### config.mk
export PLATFORM = sky130hd
export DESIGN_NAME = prover_round_ctrl_flat
export DESIGN_NICKNAME = d
export VERILOG_FILES = /design/src/rtl/prover_ctrl_pkg.sv /design/src/rtl/prover_round_ctrl_if.sv /design/src/rtl/prover_tau_prefetch.sv /design/src/rtl/prover_round_ctrl.sv /design/src/flat_wrapper.sv
export SDC_FILE = /design/constraint.sdc
export NUM_CORES = 1
export LEC_CHECK = 0
export BUFFER_PORTS_ARGS = -buffer_cell sky130_fd_sc_hd__buf_2
export CAP_MARGIN = 25
export CORE_MARGIN = 5
export CORE_UTILIZATION = 53
export DETAILED_ROUTE_END_ITERATION = 7
export PLACE_DENSITY = 0.74
export SYNTH_ARGS = -nofsm -noshare
export SYNTH_HDL_FRONTEND = slang
export SYNTH_SLANG_ARGS = --single-unit
### constraint.sdc
create_clock -name clk -period 5.2 [get_ports clk]
set_input_delay 0.52 -clock clk [delete_from_list [all_inputs] [get_ports clk]]
set_output_delay 0.52 -clock clk [all_outputs]
set_load 0.02 [all_outputs]
### src/rtl/prover_ctrl_pkg.sv
// rtl/prover_ctrl_pkg.sv - shared types and constants for the prover round controller
package prover_ctrl_pkg;

  typedef enum logic [2:0] {
    ST_IDLE,
    ST_FETCH,
    ST_ISSUE,
    ST_WAIT_RND,
    ST_ISSUE_W0,
    ST_WAIT_W0,
    ST_ERR
  } ctrl_state_e;

  // Prover status codes: 0x means more rounds remain, 1x means sumcheck is complete.
  localparam logic [1:0] READY_CODE_MORE0 = 2'b00;
  localparam logic [1:0] READY_CODE_MORE1 = 2'b01;
  localparam logic [1:0] READY_CODE_DONE0 = 2'b10;
  localparam logic [1:0] READY_CODE_DONE1 = 2'b11;

  // Two rounds per input bit (left and right wire) plus one per gate bit.
  function automatic int nrounds(input int ninbits, input int ngatebits);
    return 2 * ninbits + ngatebits;
  endfunction

endpackage

### src/rtl/prover_round_ctrl_if.sv
// rtl/prover_round_ctrl_if.sv - challenge source and prover handshake bundle
interface prover_round_ctrl_if #(
  parameter int F_NBITS = 16
);
  logic               start;
  logic [F_NBITS-1:0] chal;
  logic               chal_valid;
  logic               chal_ready;
  logic               ready_pulse;
  logic [1:0]         ready_code;
  logic               w0_ready_pulse;
  logic               en;
  logic               restart;
  logic               comp_w0;
  logic [F_NBITS-1:0] tau;
  logic [F_NBITS-1:0] tau_w0;
  logic               busy;
  logic               done;
  logic               err;
  logic [7:0]         round_cnt;
  logic [31:0]        cycle_cnt;

  modport master (
    input  start, chal, chal_valid, ready_pulse, ready_code, w0_ready_pulse,
    output chal_ready, en, restart, comp_w0, tau, tau_w0, busy, done, err,
           round_cnt, cycle_cnt
  );

  modport slave (
    output start, chal, chal_valid, ready_pulse, ready_code, w0_ready_pulse,
    input  chal_ready, en, restart, comp_w0, tau, tau_w0, busy, done, err,
           round_cnt, cycle_cnt
  );
endinterface

### src/rtl/prover_tau_prefetch.sv
// rtl/prover_tau_prefetch.sv - one-entry challenge holding slot with fall-through
module prover_tau_prefetch #(
  parameter int F_NBITS = 16
) (
  input  logic               clk,
  input  logic               rstb,
  input  logic               flush_i,
  input  logic               enable_i,
  input  logic [F_NBITS-1:0] in_data_i,
  input  logic               in_valid_i,
  output logic               in_ready_o,
  output logic [F_NBITS-1:0] out_data_o,
  output logic               out_valid_o,
  input  logic               out_pop_i
);
  logic               full_q;
  logic [F_NBITS-1:0] data_q;

  // An arriving value is usable in the same cycle so an empty slot costs no extra latency.
  assign in_ready_o  = enable_i & ~full_q;
  assign out_valid_o = full_q | (in_valid_i & in_ready_o);
  assign out_data_o  = full_q ? data_q : in_data_i;

  // Capture unless consumed on the fly; a pop of a held value empties the slot.
  always_ff @(posedge clk) begin
    if (!rstb || flush_i) begin
      full_q <= 1'b0;
      data_q <= '0;
    end else if (in_valid_i && in_ready_o && !out_pop_i) begin
      full_q <= 1'b1;
      data_q <= in_data_i;
    end else if (out_pop_i) begin
      full_q <= 1'b0;
    end
  end
endmodule

### src/rtl/prover_round_ctrl.sv
// rtl/prover_round_ctrl.sv - sequences a sumcheck prover through a complete proof
module prover_round_ctrl
  import prover_ctrl_pkg::*;
#(
  parameter int NINBITS   = 3,
  parameter int NGATEBITS = 3,
  parameter int TIMEOUT   = 65535,
  parameter int F_NBITS   = 16
) (
  input logic                 clk,
  input logic                 rstb,
  prover_round_ctrl_if.master bus
);
  localparam logic [7:0]  LAST_ROUND  = 8'(nrounds(NINBITS, NGATEBITS));
  localparam logic [31:0] TIMEOUT_CYC = 32'(TIMEOUT);

  ctrl_state_e        state_q, state_d;
  logic               en_q, en_d, restart_q, restart_d, comp_w0_q, comp_w0_d;
  logic               done_q, done_d, busy_q, busy_d, err_q, err_d;
  logic               w0_pend_q, w0_pend_d;
  logic [F_NBITS-1:0] tau_q, tau_d, tau_w0_q, tau_w0_d;
  logic [7:0]         round_cnt_q, round_cnt_d;
  logic [31:0]        cycle_cnt_q, cycle_cnt_d, wait_cnt_q, wait_cnt_d;

  logic               slot_valid, slot_pop, slot_flush, slot_in_ready;
  logic [F_NBITS-1:0] slot_data;
  logic               is_final, last_round, pulse_err, fail, issue_rnd, issue_w0;

  prover_tau_prefetch #(.F_NBITS(F_NBITS)) u_prefetch (
    .clk        (clk),
    .rstb       (rstb),
    .flush_i    (slot_flush),
    .enable_i   (busy_q),
    .in_data_i  (bus.chal),
    .in_valid_i (bus.chal_valid),
    .in_ready_o (slot_in_ready),
    .out_data_o (slot_data),
    .out_valid_o(slot_valid),
    .out_pop_i  (slot_pop)
  );

  assign is_final   = (bus.ready_code == READY_CODE_DONE0) || (bus.ready_code == READY_CODE_DONE1);
  assign last_round = (round_cnt_q == LAST_ROUND);
  assign pulse_err  = (bus.ready_pulse && state_q != ST_WAIT_RND) ||
                      (bus.w0_ready_pulse && state_q != ST_WAIT_W0) ||
                      (bus.ready_pulse && bus.w0_ready_pulse);

  // Next state, pulse outputs and counters; pulses are computed one cycle ahead and registered.
  always_comb begin
    state_d     = state_q;
    en_d        = 1'b0;
    restart_d   = 1'b0;
    comp_w0_d   = 1'b0;
    done_d      = 1'b0;
    err_d       = err_q;
    w0_pend_d   = w0_pend_q;
    tau_d       = tau_q;
    tau_w0_d    = tau_w0_q;
    round_cnt_d = round_cnt_q;
    wait_cnt_d  = wait_cnt_q;
    cycle_cnt_d = cycle_cnt_q;
    slot_pop    = 1'b0;
    slot_flush  = 1'b0;
    fail        = 1'b0;
    issue_rnd   = 1'b0;
    issue_w0    = 1'b0;

    // Counts busy cycles before the done cycle, i.e. from the cycle after start up to done.
    if (busy_q && !done_q && cycle_cnt_q != '1) cycle_cnt_d = cycle_cnt_q + 32'd1;

    case (state_q)
      ST_IDLE, ST_ERR: begin
        if (bus.start) begin
          state_d     = ST_FETCH;
          slot_flush  = 1'b1;
          err_d       = 1'b0;
          w0_pend_d   = 1'b0;
          round_cnt_d = '0;
          cycle_cnt_d = '0;
        end else if (state_q == ST_IDLE && pulse_err) begin
          fail = 1'b1;
        end
      end
      ST_FETCH: begin
        if (pulse_err) fail = 1'b1;
        else if (slot_valid) begin
          slot_pop  = 1'b1;
          issue_w0  = w0_pend_q;
          issue_rnd = ~w0_pend_q;
        end
      end
      ST_ISSUE: begin
        if (pulse_err) fail = 1'b1;
        else state_d = ST_WAIT_RND;
      end
      ST_WAIT_RND: begin
        if (pulse_err) fail = 1'b1;
        else if (bus.ready_pulse) begin
          if (is_final != last_round) fail = 1'b1;
          else begin
            w0_pend_d = is_final;
            if (slot_valid) begin
              slot_pop  = 1'b1;
              issue_w0  = is_final;
              issue_rnd = ~is_final;
            end else begin
              state_d = ST_FETCH;
            end
          end
        end else if (wait_cnt_q >= TIMEOUT_CYC) fail = 1'b1;
        else wait_cnt_d = wait_cnt_q + 32'd1;
      end
      ST_ISSUE_W0: begin
        if (pulse_err) fail = 1'b1;
        else state_d = ST_WAIT_W0;
      end
      ST_WAIT_W0: begin
        if (pulse_err) fail = 1'b1;
        else if (bus.w0_ready_pulse) begin
          state_d = ST_IDLE;
          done_d  = 1'b1;
        end else if (wait_cnt_q >= TIMEOUT_CYC) fail = 1'b1;
        else wait_cnt_d = wait_cnt_q + 32'd1;
      end
      default: state_d = ST_IDLE;
    endcase

    // The wait counter holds cycles elapsed since the pulse the prover must answer.
    if (issue_rnd) begin
      state_d     = ST_ISSUE;
      en_d        = 1'b1;
      restart_d   = (round_cnt_q == 8'd0);
      tau_d       = slot_data;
      round_cnt_d = round_cnt_q + 8'd1;
      wait_cnt_d  = 32'd1;
    end
    if (issue_w0) begin
      state_d    = ST_ISSUE_W0;
      comp_w0_d  = 1'b1;
      tau_w0_d   = slot_data;
      wait_cnt_d = 32'd1;
    end
    if (fail) begin
      state_d = ST_ERR;
      err_d   = 1'b1;
    end

    // Busy stays up through the done cycle itself.
    busy_d = (state_d != ST_IDLE && state_d != ST_ERR) || done_d;
  end

  // State and registered outputs.
  always_ff @(posedge clk) begin
    if (!rstb) begin
      state_q     <= ST_IDLE;
      en_q        <= 1'b0;
      restart_q   <= 1'b0;
      comp_w0_q   <= 1'b0;
      done_q      <= 1'b0;
      busy_q      <= 1'b0;
      err_q       <= 1'b0;
      w0_pend_q   <= 1'b0;
      tau_q       <= '0;
      tau_w0_q    <= '0;
      round_cnt_q <= '0;
      cycle_cnt_q <= '0;
      wait_cnt_q  <= '0;
    end else begin
      state_q     <= state_d;
      en_q        <= en_d;
      restart_q   <= restart_d;
      comp_w0_q   <= comp_w0_d;
      done_q      <= done_d;
      busy_q      <= busy_d;
      err_q       <= err_d;
      w0_pend_q   <= w0_pend_d;
      tau_q       <= tau_d;
      tau_w0_q    <= tau_w0_d;
      round_cnt_q <= round_cnt_d;
      cycle_cnt_q <= cycle_cnt_d;
      wait_cnt_q  <= wait_cnt_d;
    end
  end

  assign bus.chal_ready = slot_in_ready;
  assign bus.en         = en_q;
  assign bus.restart    = restart_q;
  assign bus.comp_w0    = comp_w0_q;
  assign bus.tau        = tau_q;
  assign bus.tau_w0     = tau_w0_q;
  assign bus.busy       = busy_q;
  assign bus.done       = done_q;
  assign bus.err        = err_q;
  assign bus.round_cnt  = round_cnt_q;
  assign bus.cycle_cnt  = cycle_cnt_q;
endmodule
### src/flat_wrapper.sv
// flat-port wrapper written by rule: the top's interface ports become plain ports
module prover_round_ctrl_flat import prover_ctrl_pkg::*;
#(
  parameter int NINBITS   = 3,
  parameter int NGATEBITS = 3,
  parameter int TIMEOUT   = 65535,
  parameter int F_NBITS   = 16
)
  (clk, rstb, bus_start, bus_chal, bus_chal_valid, bus_ready_pulse, bus_ready_code, bus_w0_ready_pulse, bus_chal_ready, bus_en, bus_restart, bus_comp_w0, bus_tau, bus_tau_w0, bus_busy, bus_done, bus_err, bus_round_cnt, bus_cycle_cnt);
  prover_round_ctrl_if #(.F_NBITS(F_NBITS)) bus_i ();
  input logic clk;
  input logic rstb;
  input wire logic [$bits(bus_i.start)-1:0] bus_start;
  input wire logic [$bits(bus_i.chal)-1:0] bus_chal;
  input wire logic [$bits(bus_i.chal_valid)-1:0] bus_chal_valid;
  input wire logic [$bits(bus_i.ready_pulse)-1:0] bus_ready_pulse;
  input wire logic [$bits(bus_i.ready_code)-1:0] bus_ready_code;
  input wire logic [$bits(bus_i.w0_ready_pulse)-1:0] bus_w0_ready_pulse;
  output wire logic [$bits(bus_i.chal_ready)-1:0] bus_chal_ready;
  output wire logic [$bits(bus_i.en)-1:0] bus_en;
  output wire logic [$bits(bus_i.restart)-1:0] bus_restart;
  output wire logic [$bits(bus_i.comp_w0)-1:0] bus_comp_w0;
  output wire logic [$bits(bus_i.tau)-1:0] bus_tau;
  output wire logic [$bits(bus_i.tau_w0)-1:0] bus_tau_w0;
  output wire logic [$bits(bus_i.busy)-1:0] bus_busy;
  output wire logic [$bits(bus_i.done)-1:0] bus_done;
  output wire logic [$bits(bus_i.err)-1:0] bus_err;
  output wire logic [$bits(bus_i.round_cnt)-1:0] bus_round_cnt;
  output wire logic [$bits(bus_i.cycle_cnt)-1:0] bus_cycle_cnt;
  assign bus_i.start = bus_start;
  assign bus_i.chal = bus_chal;
  assign bus_i.chal_valid = bus_chal_valid;
  assign bus_i.ready_pulse = bus_ready_pulse;
  assign bus_i.ready_code = bus_ready_code;
  assign bus_i.w0_ready_pulse = bus_w0_ready_pulse;
  assign bus_chal_ready = bus_i.chal_ready;
  assign bus_en = bus_i.en;
  assign bus_restart = bus_i.restart;
  assign bus_comp_w0 = bus_i.comp_w0;
  assign bus_tau = bus_i.tau;
  assign bus_tau_w0 = bus_i.tau_w0;
  assign bus_busy = bus_i.busy;
  assign bus_done = bus_i.done;
  assign bus_err = bus_i.err;
  assign bus_round_cnt = bus_i.round_cnt;
  assign bus_cycle_cnt = bus_i.cycle_cnt;
  prover_round_ctrl #(.NINBITS(NINBITS), .NGATEBITS(NGATEBITS), .TIMEOUT(TIMEOUT), .F_NBITS(F_NBITS)) u_core (.clk(clk), .rstb(rstb), .bus(bus_i));
endmodule
==> results of run 1 <==
[cells by family (layout without fill, tap and decap cells)]
logic type / count (synthesis) / count (layout)
mux: 20 / 20
buf+inv: 55 / 150
simple gates: 273 / 273
fa+ha+maj: 5 / 5
compound gates: 186 / 186
flops: 131 / 131
xor+xnor: 6 / 6
[cells in the final DEF, fill, tap and decap left out, drive strengths merged, types with 20 or more instances in the layout]
cell    Yosys  routed
a211oi     34      34
a21oi      59      59
and3       26      26
buf        16     108
clkbuf     29      20
dfxtp     131     131
mux2i      20      20
nand2      36      36
nand3      44      44
nor2       48      48
o21ai      44      44
or3        27      27
[registers in the layout, indices dropped and copies added (netlist names), 3 cells and up]
| name | cells |
|---|---|
| u_core.bus.tau | 16 |
| u_core.bus.cycle_cnt | 32 |
| u_core.bus.round_cnt | 8 |
| u_core.bus.tau_w0 | 16 |
| u_core.wait_cnt_q | 32 |
| u_core.state_q | 3 |
| u_core.u_prefetch.data_q | 16 |
[layout make-up]
cell class | instances | area [um2]
fill | 925 | 3770
multi-input combinational | 490 | 3100
sequential | 131 | 2620
timing repair buffer | 108 | 578
clock buffer | 20 | 455
tap | 140 | 175
clock inverter | 12 | 154
inverter | 10 | 37.5
[per-layer routing]
| layer | up-vias | GRT usage |
|---|---|---|
| met5 | - | 0 |
| met1 | 2648 | 0.301 |
| li1 | 2715 | - |
| met4 | 0 | 0.0812 |
| met2 | 171 | 0.363 |
| met3 | 20 | 0.0517 |
[power breakdown]
| part | switching (mW) | internal [mW] |
|---|---|---|
| logic | 0.140 | 0.0699 |
| registers | 0.0259 | 1.02 |
| clock network | 0.443 | 0.768 |
| total | 0.609 | 1.86 |
[per-stage QoR]
| step | utilization | cells |
|---|---|---|
| floorplan | - | 676 |
| global placement | 0.595 | 878 |
| detailed placement | 0.595 | 878 |
| CTS | 0.651 | 910 |
| global route | 0.654 | 911 |
| finish | 0.654 | 911 |
[how the worst max path moves through the flow]
stage | startpoint | to | slack (ns) | cells after the start
2_1_floorplan | u_core.bus.round_cnt[1] | u_core.bus.round_cnt[7] | 2.99 | 8
3_3_place_gp | bus_w0_ready_pulse | u_core.bus.round_cnt[4] | 2.42 | 6
3_5_place_dp | bus_w0_ready_pulse | u_core.bus.round_cnt[4] | 2.34 | 6
4_1_cts | u_core.bus.round_cnt[1] | u_core.bus.round_cnt[4] | 2.46 | 7
5_1_grt | u_core.bus.round_cnt[2] | u_core.state_q[0] | 2.28 | 6
6_report | u_core.bus.round_cnt[2] | u_core.state_q[0] | 2.56 | 6
[critical path, cell delays in order (launching register included)]
cell,delay (ns)
dfxtp_1,0.38
nor3_1,0.52
a211oi_1,0.25
o31ai_4,0.28
buf_4,0.35
nand2_1,0.41
a211oi_1,0.34
==> out/results.ini, run 1 <==
[global_route]
grt_max_degree = 43
grt_remaining_overflow = 0
grt_pass1_wl_um = 24700
globalRouteTotalUtil = 0.227
antenna_found_initial = 0
grt_pass1_vias = 5217

[timing]
finalMaxSlewViolations = 0
fin_ws_ns = 2.56
whs_ns = 0.253
rsz0062_at_grt = no
finClkSkew_ns = 0.00566
setup_viol = 0
slew_headroom = 0.347
fmax_ghz = 0.379
post-route-min-period_ns = 2.64
finalSetupTns_ns = 0
finalHoldViolCount = 0
fin_crit_sh = 0.507
tightest_slew_ns = 0.972

[final_layout]
design_area_mm2 = 0.00712
final_nets = 787
drive_above_1_share = 0.211
antenna_cells = 0
syn_to_final_growth_pct = 20.0

[critical_path]
crit-reg2reg-capture = u_core.state_q[0]
worstReg2RegStart = u_core.bus.round_cnt[2]
required_ns = 5.64
critPathKind = reg2reg
rrSetupSlack_ns = 2.56
arrival_ns = 3.08
r2r_cells = 6
cp_max_fo = 34
setup.worst_path.end_class = flop
startpoint_type = flop

[floorplanning]
fp.dieW_um = 116
placementRows = 38
start_util = 0.545
dieArea_mm2 = 0.0134
fp.dieH_um = 116
io-pin-count = 103
core-area_mm2 = 0.0109

[power_and_ir_drop]
p_leak_nw = 2.68
p_total_mw = 2.47
peakVddDrop_mv = 0.254
p_per_area_mw_per_mm2 = 347

[detailed_routing]
drt_iter0_drc = 458
wirelength_met1_um = 6770
wl_um = 15000
met3WireLength_um = 945
wl_per_cell_um = 16.4
ant_nets = 0
route.met2.wl_um = 7070
highest_layer = met4
viasPerCell = 6.10
route.detailed.drc = 0
dr.pass1.iters = 4
num_vias = 5554

[worst_hold_path]
holdPathEnd = u_core.u_prefetch.data_q[1]
min_from = bus_chal[1]
hold_path_class = in2reg
whs_path_depth = 3

[clocking]
cts_tree = yes
cts_buffers = 17
cts.sinks = 131
cts_max_level = 4
clk_pin_slew_ns = 0.06
cts_resized = 0
cts_buffer_depth = 2
cts_root_buffer = clkbuf_8
clk_latency_ns = 0.53
postCtsSetupBuffers = 0
postCtsHoldBufs = 0

[logic_synthesis]
synth_top_family_by_area = simple AND/OR/NAND/NOR gates
yosysSeqAreaShare = 0.442
synth_cells = 676
netlist_area_mm2 = 0.00593
ys_ff_latch = 131
synth_top_area_share = 0.442
avgSynthCellArea_um2 = 8.77
yosys_warnings = 0
synthMuxAreaShare = 0.0338
syn-num-nets = 705
synth_edf_count = 0
synth_top_area_cell = dfxtp_1
ys_top_cells_by_count = dfxtp_1, a21oi_1, nor2_1
synth-simple-area-share = 0.268
synth_most_common_cell = dfxtp_1
synth-adder-area-share = 0.0105
synth.area.top_cells = dfxtp_1, a21oi_1, a211oi_1, nand3_1, o21ai_0
ys.flop_type = dfxtp_1
ys_types = 64
synth-compound-area-share = 0.197
synthArstFlopShare = 0
synthXorXnorAreaFrac = 0.00886

[placed_design]
pre_cts_ws_ns = 2.34
hpwlAfterDp_um = 9880
port_buffers = 101
place.gp.congestion = 0.880
place_area_mm2 = 0.00648

[outcome]
outcome = complete, no violations

[job]
drv_cap = 0

No activity file was read; power rests on OpenSTA's default activity.
==> run 2, diff against run 1 <==
--- a/config.mk
+++ b/config.mk
@@ -5,10 +5,11 @@
 export SDC_FILE = /design/constraint.sdc
 export NUM_CORES = 1
 export LEC_CHECK = 0
+export ABC_AREA = 1
 export BUFFER_PORTS_ARGS = -buffer_cell sky130_fd_sc_hd__buf_2
 export CAP_MARGIN = 25
 export CORE_MARGIN = 5
-export CORE_UTILIZATION = 53
+export CORE_UTILIZATION = 51
 export DETAILED_ROUTE_END_ITERATION = 7
 export PLACE_DENSITY = 0.74
 export SYNTH_ARGS = -nofsm -noshare
==> constraint.sdc (replaced) <==
create_clock -name clk -period 2.35 [get_ports clk]
set_input_delay 0.235 -clock clk [delete_from_list [all_inputs] [get_ports clk]]
set_output_delay 0.235 -clock clk [all_outputs]
set_load 0.02 [all_outputs]
==> run 2 against run 1 <==
Sequential power increased by 140%; via count rose by 4.2%; final cell count is 27% higher; wire length grew 3.9%; clock power is 120% higher; global-route usage down 1.3 points; largest cell class unchanged; highest routed layer unchanged.
==> out/results.ini, run 2 <==
[outcome]
outcome = complete, no violations

[detailed_routing]
ant_nets = 0
drt_iter0_drc = 315
num_vias = 5790
wl_um = 15600
viasPerCell = 5.00
dr.pass1.iters = 5
wl_per_cell_um = 13.4
route.detailed.drc = 0

[global_route]
globalRouteTotalUtil = 0.213
grt_pass1_vias = 5368
antenna_found_initial = 0
grt_max_degree = 32
grt_pass1_wl_um = 25400
grt_remaining_overflow = 0

[placed_design]
port_buffers = 101
place.gp.congestion = 0.955
place_area_mm2 = 0.00712
hpwlAfterDp_um = 11300
dp.cells = 1127

[clocking]
clk_latency_ns = 0.42
cts_tree = yes
cts_buffer_depth = 2
clk_pin_slew_ns = 0.06
cts_root_buffer = clkbuf_16
cts_buffers = 17
cts.sinks = 131
cts_max_level = 4
postCtsSetupBuffers = 0

[logic_synthesis]
synth_most_common_cell = nor2_1
synth_top_area_share = 0.413
synth_top_area_cell = dfxtp_1
synthArstFlopShare = 0
syn-num-nets = 883
yosys_warnings = 0
synth_cells = 854
netlist_area_mm2 = 0.00635
ys_types = 44
avgSynthCellArea_um2 = 7.43
ys.flop_type = dfxtp_1
synth.area.top_cells = dfxtp_1, nor2_1, nand2_1, inv_1, o21ai_0
ys_ff_latch = 131
synth_edf_count = 0
yosysSeqAreaShare = 0.413
ys_top_cells_by_count = nor2_1, nand2_1, dfxtp_1

[final_layout]
syn_to_final_growth_pct = 21.7
design_area_mm2 = 0.00772
final_nets = 1007
fill_cells = 1088
antenna_cells = 0
utilization = 0.638
final_cell_mix = nor2_1, nand2_1, dfxtp_1
final_common_cell = nor2_1
stdcell_count = 1159
multi_input_area_mm2 = 0.00326
drive_above_1_share = 0.215
area.sequential_mm2 = 0.00262

[floorplanning]
fp.dieW_um = 122
core-area_mm2 = 0.0121
placementRows = 40
start_util = 0.524
io-pin-count = 103
fp.dieH_um = 122
dieArea_mm2 = 0.0148

[timing]
finClkSkew_ns = 0.00585
slew_headroom = 0.584
tightest_slew_ns = 0.625
fmax_ghz = 0.476
setup_viol = 0
finalHoldViolCount = 0
finalMaxSlewViolations = 0
finalSetupTns_ns = 0
post-route-min-period_ns = 2.10
fin_crit_sh = 0.894
rsz0062_at_grt = no
whs_ns = 0.0515

[critical_path]
rrSetupSlack_ns = 0.25
cpPeakStageDelay_ns = 0.42
startpoint_type = flop
cpLargestDelayFamily = simple AND/OR/NAND/NOR gates
crit-reg2reg-capture = u_core.bus.cycle_cnt[4]
worstReg2RegStart = u_core.bus.cycle_cnt[0]
path_buf_inv = 2
r2r_cells = 12
critPathKind = reg2reg
required_ns = 2.67
setup.worst_path.end_class = flop
cpMostUsedCell = nand2_1
path_cells = ha_1, nand3_1, inv_1, nand2_1, nor2_1, a21boi_4, buf_4, nand2_1, nor2_1, nand2_1, nand2_1, nor2_1
arrival_ns = 2.42
slowest_stage = a21boi_4
cp_max_fo = 20

[worst_hold_path]
hold_path_class = in2reg
min_from = bus_chal[7]
whs_path_depth = 3
holdPathEnd = u_core.u_prefetch.data_q[7]

[job]
drv_cap = 0

[power_and_ir_drop]
peakVddDrop_mv = 0.497
p_leak_nw = 3.22
p_per_area_mw_per_mm2 = 840

-- run 2: area by class of cell --
cell class	instances	area share
Sequential cell	131	0.340
Clock inverter	15	0.0219
Timing Repair Buffer	130	0.0953
Inverter	80	0.0392
Tap cell	168	0.0272
Clock buffer	17	0.0551
Multi-Input combinational cell	618	0.422
-- run 2: power breakdown --
part | switching [mW] | internal (mW)
clock | 1.07 | 1.59
combinational | 0.884 | 0.453
sequential | 0.122 | 2.36
total | 2.08 | 4.41
-- run 2: routing by layer --
layer	track usage	vias up	share of wire	routed length (um)
li1	-	3010	-	-
met1	0.276	2629	0.47	7290
met2	0.350	129	0.47	7250
met3	0.0548	22	0.050	780
met4	0.0658	0	0.015	233
met5	0	-	0	0
-- run 2: worst max-delay path by stage --
stage                                  from                  endpoint  slack [ns]  cells past startpoint
finish              u_core.bus.cycle_cnt[0]   u_core.bus.cycle_cnt[4]        0.25                     12
global route        u_core.bus.cycle_cnt[0]   u_core.bus.cycle_cnt[4]        0.03                     12
CTS                 u_core.bus.cycle_cnt[0]   u_core.bus.cycle_cnt[4]        0.09                     12
detailed placement  u_core.bus.cycle_cnt[0]   u_core.bus.cycle_cnt[4]        0.09                     12
global placement    u_core.bus.cycle_cnt[0]   u_core.bus.cycle_cnt[4]        0.15                     12
floorplan           u_core.bus.cycle_cnt[1]  u_core.bus.cycle_cnt[28]        0.46                     10
-- run 2: kinds of logic (layout without fill, tap and decap cells) --
| family | after synthesis | count (layout) | synth area share |
|---|---|---|---|
| and+or+nand+nor | 441 | 441 | 0.301 |
| muxes | 16 | 16 | 0.0252 |
| buffers and inverters | 105 | 242 | 0.0749 |
| DFF | 131 | 131 | 0.413 |
| adders and majority gates | 5 | 5 | 0.00986 |
| xor gates and xnor gates | 31 | 31 | 0.0428 |
| AOI/OAI and AO/OA | 125 | 125 | 0.133 |
-- run 2: worst register-to-register path, stage by stage (launching register included) --
cell and delay, ns:
dfxtp_1 0.31, ha_1 0.21, nand3_1 0.11, inv_1 0.05, nand2_1 0.07, nor2_1 0.09, a21boi_4 0.42, buf_4 0.27
nand2_1 0.10, nor2_1 0.19, nand2_1 0.07, nand2_1 0.06, nor2_1 0.04
-- run 2: metrics by stage --
stage	power, mW	worst slack (ns)
floorplan	3.46	0.461
global placement	3.83	0.147
detailed placement	3.84	0.0887
CTS	6.52	0.0855
global route	6.80	0.0296
finish	6.49	0.250
-- run 2: timing repair --
item / 4_1_cts / 5_1_grt
gates resized for setup: 0 / 1
hold buffers: 0 / 0
endpoints found under the setup margin: 0 / 9
==> run 3, diff against run 2 <==
--- a/config.mk
+++ b/config.mk
@@ -8,8 +8,10 @@
 export ABC_AREA = 1
 export BUFFER_PORTS_ARGS = -buffer_cell sky130_fd_sc_hd__buf_2
 export CAP_MARGIN = 25
+export CELL_PAD_IN_SITES_DETAIL_PLACEMENT = 1
+export CELL_PAD_IN_SITES_GLOBAL_PLACEMENT = 1
 export CORE_MARGIN = 5
-export CORE_UTILIZATION = 51
+export CORE_UTILIZATION = 37
 export DETAILED_ROUTE_END_ITERATION = 7
 export PLACE_DENSITY = 0.74
 export SYNTH_ARGS = -nofsm -noshare
==> run 3 against run 2 <==
Global-route usage fell by 2.6 points; die area grew 34%; clock power is 3% higher; highest routed layer unchanged; largest power group unchanged; hold slack improved by 0.014 ns.
==> out/results.ini, run 3 (synthesis results as in run 2) <==
[floorplanning]
start_util = 0.380
io-pin-count = 103
core-area_mm2 = 0.0167
fp.dieH_um = 141
placementRows = 47
dieArea_mm2 = 0.0199
fp.dieW_um = 141

[clocking]
clk_latency_ns = 0.42
postCtsHoldBufs = 0
cts_buffer_depth = 2
postCtsSetupBuffers = 0
clk_pin_slew_ns = 0.06
cts_max_level = 4
cts.sinks = 131
cts_root_buffer = clkbuf_16
cts_resized = 0
cts_buffers = 17
cts_tree = yes

[global_route]
grt_remaining_overflow = 0
antenna_found_initial = 0
grt_max_degree = 32
globalRouteTotalUtil = 0.187
grt_pass1_vias = 6049
grt_pass1_wl_um = 30200

[detailed_routing]
route.met2.wl_um = 8630
wirelength_met1_um = 8550
num_vias = 5856
wl_um = 18000
dr.pass1.iters = 4
wl_per_cell_um = 15.0
met3WireLength_um = 521
ant_nets = 0
drt_iter0_drc = 278
viasPerCell = 4.88
highest_layer = met4
route.detailed.drc = 0

[placed_design]
port_buffers = 101
place.gp.congestion = 0.902
hpwlAfterDp_um = 13400
place_area_mm2 = 0.00712

[critical_path]
required_ns = 2.64
arrival_ns = 2.40
path_cells = ha_1, nand3_1, inv_1, nand2_1, nor2_1, a21boi_2, buf_4, or2_2, o211ai_1, nor2_1
slowest_stage = dfxtp_1
cp_max_fo = 18
startpoint_type = flop
cpMostUsedCell = nor2_1
critPathKind = reg2reg
cpPeakStageDelay_ns = 0.39
setup.worst_path.end_class = flop

[timing]
finalSetupTns_ns = 0
fmax_ghz = 0.475
finalHoldViolCount = 0
finalMaxSlewViolations = 0
slew_headroom = 0.622
post-route-min-period_ns = 2.10
rsz0062_at_grt = no
finClkSkew_ns = 0.00989
tightest_slew_ns = 0.563
fin_crit_sh = 0.896
setup_viol = 0

[final_layout]
syn_to_final_growth_pct = 21.8
final_common_cell = nor2_1
fill_cells = 2139
final_nets = 997
design_area_mm2 = 0.00773
antenna_cells = 0
drive_above_1_share = 0.207
final_cell_mix = nor2_1, nand2_1, dfxtp_1

[power_and_ir_drop]
p_per_area_mw_per_mm2 = 848
peakVddDrop_mv = 0.595
p_leak_nw = 3.17

[worst_hold_path]
hold_path_class = in2reg

[job]
drv_cap = 0

[outcome]
outcome = complete, no violations

[run 3: cell count changes in the layout (fill, tap and decap cells not counted), sizes merged]
cell / change
buf: -10
clkinv: +1
clkbuf: +1
inv: -2
[run 3: critical path, delay by kind of cell, from the launching register on]
family	cells	cell delay, ns
fa+ha+maj	1	0.19
flops	1	0.39
simple gates	5	0.89
compound gates	2	0.21
buf+inv	2	0.29
[run 3: worst paths after layout]
path	from	endpoint	slack, ns	cells after the start
setup reg to reg	u_core.bus.cycle_cnt[1]	u_core.bus.cycle_cnt[31]	0.25	10
setup / recovery	u_core.bus.cycle_cnt[1]	u_core.bus.cycle_cnt[31]	0.25	10
hold reg to reg	u_core.wait_cnt_q[21]	u_core.wait_cnt_q[21]	0.43	2
hold / removal	bus_chal[7]	u_core.u_prefetch.data_q[7]	0.07	3
[run 3: area by class of cell]
| type | count | area [um2] | area share |
|---|---|---|---|
| Tap cell | 220 | 275 | 0.0356 |
| Clock inverter | 14 | 169 | 0.0219 |
| Sequential cell | 131 | 2620 | 0.339 |
| Timing Repair Buffer | 120 | 673 | 0.0871 |
| Inverter | 80 | 303 | 0.0392 |
| Multi-Input combinational cell | 618 | 3250 | 0.420 |
| Clock buffer | 18 | 439 | 0.0568 |
[run 3: per-stage QoR]
stage	cells	hold slack (ns)	utilization	power, mW	setup slack [ns]
2_1_floorplan	854	0.329	-	3.46	0.461
3_3_place_gp	1169	0.415	0.426	3.85	0.347
3_5_place_dp	1169	0.419	0.426	3.88	0.277
4_1_cts	1201	0.0455	0.463	6.64	0.242
5_1_grt	1201	0.0516	0.463	6.90	0.0366
6_report	1201	0.0658	0.463	6.55	0.245
[run 3: report_power, final]
part	switching, mW	internal [mW]	leakage [nW]
clock network	1.10	1.63	0.295
logic	0.882	0.435	1.82
registers	0.142	2.36	1.06
[run 3: layer usage]
layer,global-route usage,vias to the layer above
met1,0.239,2754
met5,0,-
li1,-,2997
met3,0.0359,21
met4,0.0551,0
met2,0.321,84
